$ cat config.mk
export PLATFORM = sky130hd
export DESIGN_NAME = syscall_print_ctrl
export DESIGN_NICKNAME = d
export VERILOG_FILES = /design/src/rtl/syscall_print_ctrl.sv
export SDC_FILE = /design/constraint.sdc
export NUM_CORES = 1
export LEC_CHECK = 0
export ABC_AREA = 1
export CAP_MARGIN = 40
export CORE_UTILIZATION = 57
export CTS_CLUSTER_DIAMETER = 40
export DETAILED_ROUTE_END_ITERATION = 10
export PLACE_DENSITY = 0.86
export SYNTH_ARGS = -nofsm -noshare
export SYNTH_HDL_FRONTEND = slang
export SYNTH_SLANG_ARGS = --single-unit
export TNS_END_PERCENT = 100
$ cat constraint.sdc
create_clock -name clk -period 3.3 [get_ports clk]
set_input_delay 0.66 -clock clk [delete_from_list [all_inputs] [get_ports clk]]
set_output_delay 0.66 -clock clk [all_outputs]
set_load 0.005 [all_outputs]
$ cat src/rtl/syscall_print_ctrl.sv
// syscall_print_ctrl
// Sequences the syscall path of the single-cycle core. print_int and
// print_string stall the PC while items stream to the console sink over
// valid/ready. For strings the controller borrows the data-memory read port
// and walks bytes little-endian within each word. exit parks the core in a
// sticky halt.
module syscall_print_ctrl #(
  parameter int unsigned MAX_LEN = 256
) (
  input  logic        clk,
  input  logic        reset,
  input  logic        syscall,
  input  logic [31:0] v0,
  input  logic [31:0] a0,
  output logic        mem_sel,
  output logic [31:0] mem_addr,
  input  logic [31:0] mem_rdata,
  output logic        stall,
  output logic        out_valid,
  output logic        out_is_int,
  output logic [31:0] out_data,
  input  logic        out_ready,
  output logic        halted,
  output logic        trunc,
  output logic [31:0] char_count
);

  localparam logic [31:0] LP_MAX_LEN = 32'(MAX_LEN);

  typedef enum logic [2:0] {
    S_IDLE  = 3'd0,
    S_FETCH = 3'd1,
    S_WAIT  = 3'd2,
    S_EMIT  = 3'd3,
    S_INT   = 3'd4,
    S_DONE  = 3'd5,
    S_HALT  = 3'd6
  } state_t;

  state_t      r_state;
  state_t      w_state_nxt;
  logic [31:0] r_ptr;
  logic [31:0] w_ptr_nxt;
  logic [31:0] r_cnt;
  logic [31:0] w_cnt_nxt;
  logic [31:0] r_wbuf;
  logic [31:0] w_wbuf_nxt;
  logic [31:0] r_int;
  logic [31:0] w_int_nxt;
  logic        r_trunc;
  logic        w_trunc_nxt;
  logic [31:0] r_char_count;
  logic [31:0] w_char_count_nxt;

  logic [7:0]  w_byte;
  logic [31:0] w_ptr_inc;

  // Current string byte: lane ptr[1:0] of the buffered word.
  assign w_byte    = r_wbuf[{r_ptr[1:0], 3'b000} +: 8];
  assign w_ptr_inc = r_ptr + 32'd1;

  assign trunc      = r_trunc;
  assign char_count = r_char_count;

  // State and datapath registers; reset drops any in-flight item.
  always_ff @(posedge clk) begin
    if (reset) begin
      r_state      <= S_IDLE;
      r_ptr        <= 32'd0;
      r_cnt        <= 32'd0;
      r_wbuf       <= 32'd0;
      r_int        <= 32'd0;
      r_trunc      <= 1'b0;
      r_char_count <= 32'd0;
    end else begin
      r_state      <= w_state_nxt;
      r_ptr        <= w_ptr_nxt;
      r_cnt        <= w_cnt_nxt;
      r_wbuf       <= w_wbuf_nxt;
      r_int        <= w_int_nxt;
      r_trunc      <= w_trunc_nxt;
      r_char_count <= w_char_count_nxt;
    end
  end

  // Next-state and output decode; stall is combinational so the PC holds
  // on the syscall's own edge.
  always_comb begin
    w_state_nxt      = r_state;
    w_ptr_nxt        = r_ptr;
    w_cnt_nxt        = r_cnt;
    w_wbuf_nxt       = r_wbuf;
    w_int_nxt        = r_int;
    w_trunc_nxt      = r_trunc;
    w_char_count_nxt = r_char_count;
    mem_sel          = 1'b0;
    mem_addr         = 32'd0;
    stall            = 1'b0;
    out_valid        = 1'b0;
    out_is_int       = 1'b0;
    out_data         = 32'd0;
    halted           = 1'b0;

    case (r_state)
      S_IDLE: begin
        if (syscall) begin
          if (v0 == 32'd1) begin
            stall       = 1'b1;
            w_int_nxt   = a0;
            w_state_nxt = S_INT;
          end else if (v0 == 32'd4) begin
            stall       = 1'b1;
            w_ptr_nxt   = a0;
            w_cnt_nxt   = 32'd0;
            w_state_nxt = S_FETCH;
          end else if (v0 == 32'd10) begin
            stall       = 1'b1;
            halted      = 1'b1;
            w_state_nxt = S_HALT;
          end else begin
            w_state_nxt = S_IDLE;
          end
        end else begin
          w_state_nxt = S_IDLE;
        end
      end

      S_FETCH: begin
        stall       = 1'b1;
        mem_sel     = 1'b1;
        mem_addr    = {r_ptr[31:2], 2'b00};
        w_state_nxt = S_WAIT;
      end

      S_WAIT: begin
        stall       = 1'b1;
        mem_sel     = 1'b1;
        w_wbuf_nxt  = mem_rdata;
        w_state_nxt = S_EMIT;
      end

      S_EMIT: begin
        stall = 1'b1;
        if (w_byte == 8'd0) begin
          w_state_nxt = S_DONE;
        end else if (r_cnt == LP_MAX_LEN) begin
          // Unterminated string guard.
          w_trunc_nxt = 1'b1;
          w_state_nxt = S_DONE;
        end else begin
          out_valid  = 1'b1;
          out_is_int = 1'b0;
          out_data   = {24'd0, w_byte};
          if (out_ready) begin
            w_ptr_nxt        = w_ptr_inc;
            w_cnt_nxt        = r_cnt + 32'd1;
            w_char_count_nxt = r_char_count + 32'd1;
            if (w_ptr_inc[1:0] == 2'b00) begin
              w_state_nxt = S_FETCH;
            end else begin
              w_state_nxt = S_EMIT;
            end
          end else begin
            w_state_nxt = S_EMIT;
          end
        end
      end

      S_INT: begin
        stall      = 1'b1;
        out_valid  = 1'b1;
        out_is_int = 1'b1;
        out_data   = r_int;
        if (out_ready) begin
          w_state_nxt = S_DONE;
        end else begin
          w_state_nxt = S_INT;
        end
      end

      S_DONE: begin
        // One unstalled cycle lets the PC step past the syscall.
        w_state_nxt = S_IDLE;
      end

      S_HALT: begin
        stall       = 1'b1;
        halted      = 1'b1;
        w_state_nxt = S_HALT;
      end

      default: begin
        w_state_nxt = S_IDLE;
      end
    endcase
  end

endmodule

==> qor.csv, run 1 <==
metric,value,unit
status,"finished, final reports clean",
hold_viol_final,0,
grt_pass1_wl,49300,um
vias_per_cell,5.45,
io_buffers,199,
fp.dieArea,17900,um^2
hold_path_depth,2,
nNetsFinal,1949,
tightest_slew,0.859,ns
setup_viol,0,
synth.area.top_cells,"dfxtp_1 (33%), nand2_1 (19%), nor2_1 (11%)",
stdcell_count,2076,
layout_commonest_cell,nand2_1,
hpwl,22200,um
drcViolationCount,0,
slew_headroom,42.7,%
period_share,97.4,%
track_usage,34.3,%
clk_pin_slew,0.06,ns
cts.htree.levels,4,
arrival,2.55,ns
antenna_left,0,
synth_top_area_share,33.1,%
yosysTopAreaCell,dfxtp_1,
yosys_warnings,0,
fin_worst_skew,0.0100,ns
dp_cells,2044,
num_antenna_cells,0,
synth-seq-area-share,33.1,%
crit_path_max_fanout,4,
syn_inst,1677,
cp-end-kind,primary output,
die_width,134,um
first_global_vias,10145,
utilization,75.6,%
cts_buffer_depth,2,
path_class,reg -> out,
hold_class,reg -> reg,
synthToLayoutAreaGrowth,27.9,%
fmax,311,MHz
post-route-min-period,3.21,ns
synth.distinct_cells,33,
finalWirelength,30900,um
drt_iter0_drc,1207,
avgSynthCellArea,5.91,um^2
vias,11323,
synth_area,9900,um^2
drive_above_1_share,3.72,%
synth-seq-cells,164,
final_cell_mix,"nand2_1 (500), nor2_1 (295), clkdlybuf4s50_1 (198)",
antenna_found_initial,0,
irDropWorstVdd,376,uV
coreArea,16800,um^2
grt_max_degree,78,
cp.required,2.64,ns
worstSetupStartpointType,flop,
p_leak,4.56,nW
power_per_cell_area,347,nW/um^2
rsz0062_at_grt,yes,
slew_violations,0,
post_drt_wl_per_cell,14.9,um
cts-root-buf,clkbuf_16,
power.total,0.00440,W
die_height,134,um
cts_tree,done,
clock_latency,0.43,ns
rows,47,
clkSinkCount,164,
gp_congestion,0.961,
grt-ovfl-total,0,
start_util,59.1,%
holdWs,0.445,ns
numCtsBuffers,17,
drt_first_pass_iters,8,
max_cap_viol_count,0,
r2r.worst_path.cells,14,
io_pins,202,
==> cell type report <==
cell class                 instances  area [um^2]
inverter                         170          638
tap                              220          275
fill                            1440         4100
timing repair buffer             218         2150
clock buffer                      23          468
sequential                       164         3280
multi-input combinational       1273         5670
clock inverter                     8          171
==> Yosys cell counts <==
| library cell | n |
|---|---|
| nand2_1 | 501 |
| nor2_1 | 297 |
| dfxtp_1 | 164 |
| inv_1 | 163 |
| nand3_1 | 131 |
| a21oi_1 | 129 |
| o21ai_0 | 94 |
| clkbuf_1 | 40 |
| xor2_1 | 30 |
| nor3_1 | 25 |
| nand4_1 | 19 |
| buf_2 | 14 |
| xnor2_1 | 12 |
| buf_4 | 9 |
| buf_1 | 7 |
| ha_1 | 5 |
| inv_2 | 4 |
| o31ai_1 | 4 |
| clkinv_1 | 3 |
| nand2_2 | 3 |
| nor2_2 | 3 |
| or2_2 | 3 |
| a31oi_1 | 2 |
| buf_6 | 2 |
| nand2_4 | 2 |
| nand3b_1 | 2 |
| nor4_1 | 2 |
| o21ai_1 | 2 |
| a21boi_0 | 1 |
| conb_1 | 1 |
| nor2_8 | 1 |
| nor3b_1 | 1 |
| o211ai_1 | 1 |
==> routing by layer <==
layer,wire length (um),track usage (%),vias up
met4,554,10.0,0
met1,13300,45.0,5111
li1,-,-,5620
met3,2700,6.05,54
met2,14400,57.7,538
met5,0,0,-
==> critical path, cell delays in order (launching register included) <==
cell             delay, ns
dfxtp_1               0.33
inv_1                 0.08
ha_1                  0.23
nand4_1               0.09
nor2_1                0.05
nand2_1               0.15
nor2_1                0.09
nor2_2                0.20
nand2_2               0.17
o21ai_1               0.21
clkdlybuf4s50_1       0.54
==> metrics by stage <==
step           cell area (um^2)  setup TNS, ns  setup slack [ns]
2_1_floorplan              9910              0              1.10
3_3_place_gp              12000              0             0.212
4_1_cts                   12700              0            0.0842
6_report                  12700              0            0.0864
3_5_place_dp              12000              0            0.0979
5_1_grt                   12700         -0.171           -0.0410
==> logic make-up after synthesis <==
logic type | synth area share [%]
flops | 33.1
other cells | 0.0379
simple gates | 40.7
fa+ha+maj | 0.632
compound gates | 12.0
buf+inv | 9.84
xor+xnor | 3.71
==> registers in the layout, indices dropped and copies added (netlist names) <==
signal	cells
r_int	32
trunc	1
char_count	32
r_cnt	32
r_state	3
r_wbuf	32
r_ptr	32
==> repair_timing <==
item                                    CTS  global route
endpoints found under the hold margin     0             0
hold buffers                              0             0
pin swaps                                 0             0
cloned                                    0             1
buffers inserted                          0             0
endpoints found under the setup margin    7             9
resized for setup                         2            10
==> power breakdown <==
group / internal [W] / switching (W)
logic: 0.000125 / 0.0000913
registers: 0.00198 / 0.00000000856
clock network: 0.00138 / 0.000821
total: 0.00349 / 0.000913
==> worst paths after layout <==
kind	start	to	slack [ns]
setup reg to reg	r_ptr[0]	r_ptr[30]	0.75
hold reg to reg	r_wbuf[8]	r_wbuf[8]	0.45
setup / recovery	r_cnt[0]	out_data[1]	0.09
hold / removal	r_wbuf[8]	r_wbuf[8]	0.45
Note: power is estimated with default switching activity, not from simulation.
==> inputs of run 2 (changes only) <==
- SETUP_SLACK_MARGIN: not set -> 0.3
==> run 2 against run 1 <==
Non-clock buffer count is 6 higher; die area did not move; flip-flop and latch count did not move; via count shrank 0.33%; sequential share of layout area is 0.21 points lower; count of clock-buffer cells in the layout is the same; worst setup slack gained 0.16 ns; clock power barely moved; worst hold slack worse by 0.0012 ns; sequential power is essentially flat; total power hardly changed; critical path type unchanged.
==> qor.csv, run 2 (same netlist as run 1, synthesis figures left out) <==
metric,value,unit
clk_pin_slew,0.06,ns
nNetsFinal,1955,
regToRegStartpoint,r_ptr[0],
hold_start,r_wbuf[8],
tns,0,ns
status,"finished, final reports clean",
grt_max_degree,78,
period_share,92.4,%
hold_buffers,0,
numCtsBuffers,17,
rows,47,
die_height,134,um
vias,11286,
fp.dieArea,17900,um^2
cts-root-buf,clkbuf_16,
post-route-min-period,3.05,ns
setup_viol,0,
num_antenna_cells,0,
post_drt_wl_per_cell,15.0,um
r2r.worst_path.cells,15,
drt_iter0_drc,1133,
finish.instance_area,12800,um^2
ff2ff_setup_slack,0.64,ns
io_pins,202,
cts.htree.levels,4,
final_cell_mix,"nand2_1 (498), nor2_1 (290), clkdlybuf4s50_1 (188)",
tightest_slew,0.854,ns
drcViolationCount,0,
grt-ovfl-total,0,
rr_endpoint,r_ptr[30],
fillCellCount,1423,
arrival,2.39,ns
finalWirelength,31200,um
hold_path_depth,2,
crit_path_max_fanout,16,
cts_tree,done,
clkSinkCount,164,
p_leak,4.71,nW
post_dp_cell_area,12000,um^2
drt_first_pass_iters,5,
path_class,reg -> out,
clock_latency,0.44,ns
antenna_left,0,
track_usage,34.9,%
cts_buffer_depth,2,
start_util,59.1,%
coreArea,16800,um^2
irDropWorstVdd,383,uV
fin_worst_skew,0.0108,ns
vias_per_cell,5.42,
io_buffers,199,
max_cap_viol_count,0,
antenna_found_initial,0,
min_to,r_wbuf[8],
cp-end-kind,primary output,
drive_above_1_share,4.89,%
fmax,328,MHz
first_global_vias,10313,
die_width,134,um
gp_congestion,0.961,
hpwl,22200,um
worstSetupStartpointType,flop,
rsz0062_at_grt,yes,
hold_viol_final,0,
grt_pass1_wl,50000,um
synthToLayoutAreaGrowth,29.0,%
power_per_cell_area,344,nW/um^2
hold_class,reg -> reg,
layout_commonest_cell,nand2_1,
holdWs,0.444,ns
slew_headroom,43.1,%
slew_violations,0,
cp.required,2.64,ns
==> run 2: cell types whose count changed in the layout (fill, tap and decap cells not counted), moves of 2 or more <==
cell	change
o21ai_1	-6
nand2_1	-2
o21ai_2	+6
clkdlybuf4s50_1	-10
nor2_4	+3
nor2_1	-5
nor2_2	+2
buf_4	+5
nand2_4	+2
dlygate4sd2_1	+9
==> run 2: repair_timing <==
item / CTS / global route
buffers inserted: 3 / 3
resized for setup: 41 / 3
setup endpoints to repair: 12 / 5
cloned: 1 / 0
pin swaps: 7 / 2
==> run 2: cell type report <==
cell class	count	area (um^2)	area share, %
clock buffer	23	468	3.66
clock inverter	8	171	1.34
inverter	170	642	5.02
multi-input combinational	1273	5740	44.9
sequential	164	3280	25.7
tap	220	275	2.15
timing repair buffer	224	2190	17.2
==> run 2: report_power, final <==
group	total, W	internal (W)	switching, W
Clock	0.00220	0.00138	0.000821
Sequential	0.00198	0.00198	0.00000000857
Combinational	0.000217	0.000125	0.0000924
Total	0.00440	0.00349	0.000913
==> run 2: how the worst max path moves through the flow <==
stage                           from     endpoint  slack (ns)  cells past startpoint
after floorplan           r_state[2]  out_data[0]        1.10                      8
after global placement        v0[13]       halted        0.21                      9
after detailed placement      v0[13]       halted         0.1                      9
after CTS                   r_ptr[0]  out_data[1]        0.31                     10
after global routing        r_ptr[0]    out_valid        0.21                     10
final                       r_ptr[0]    out_valid        0.25                     10
==> run 2: per-stage QoR <==
| step | power (W) | utilization, % | instances | worst slack, ns |
|---|---|---|---|---|
| CTS | 0.00440 | 76.0 | 2079 | 0.306 |
| finish | 0.00440 | 76.2 | 2082 | 0.251 |
| global route | 0.00450 | 76.2 | 2082 | 0.213 |
| floorplan | 0.00209 | - | 1678 | 1.10 |
| global placement | 0.00223 | 71.7 | 2044 | 0.212 |
| detailed placement | 0.00224 | 71.7 | 2044 | 0.0979 |
==> run 2: routing by layer <==
| layer | global-route usage [%] | vias up | routed length (um) |
|---|---|---|---|
| li1 | - | 5642 | - |
| met5 | 0 | - | 0 |
| met3 | 6.65 | 59 | 2700 |
| met1 | 45.1 | 5061 | 13200 |
| met4 | 11.6 | 0 | 682 |
| met2 | 58.2 | 524 | 14600 |
==> run 2: worst max-delay path, cell delays in order (launching register included) <==
cell,delay (ns)
dfxtp_2,0.39
inv_4,0.10
nand2_1,0.08
nand3_1,0.10
nand2_1,0.13
nand2_1,0.08
nor2_1,0.18
nand2_2,0.17
nand2_4,0.17
nand2_1,0.09
clkdlybuf4s50_1,0.47
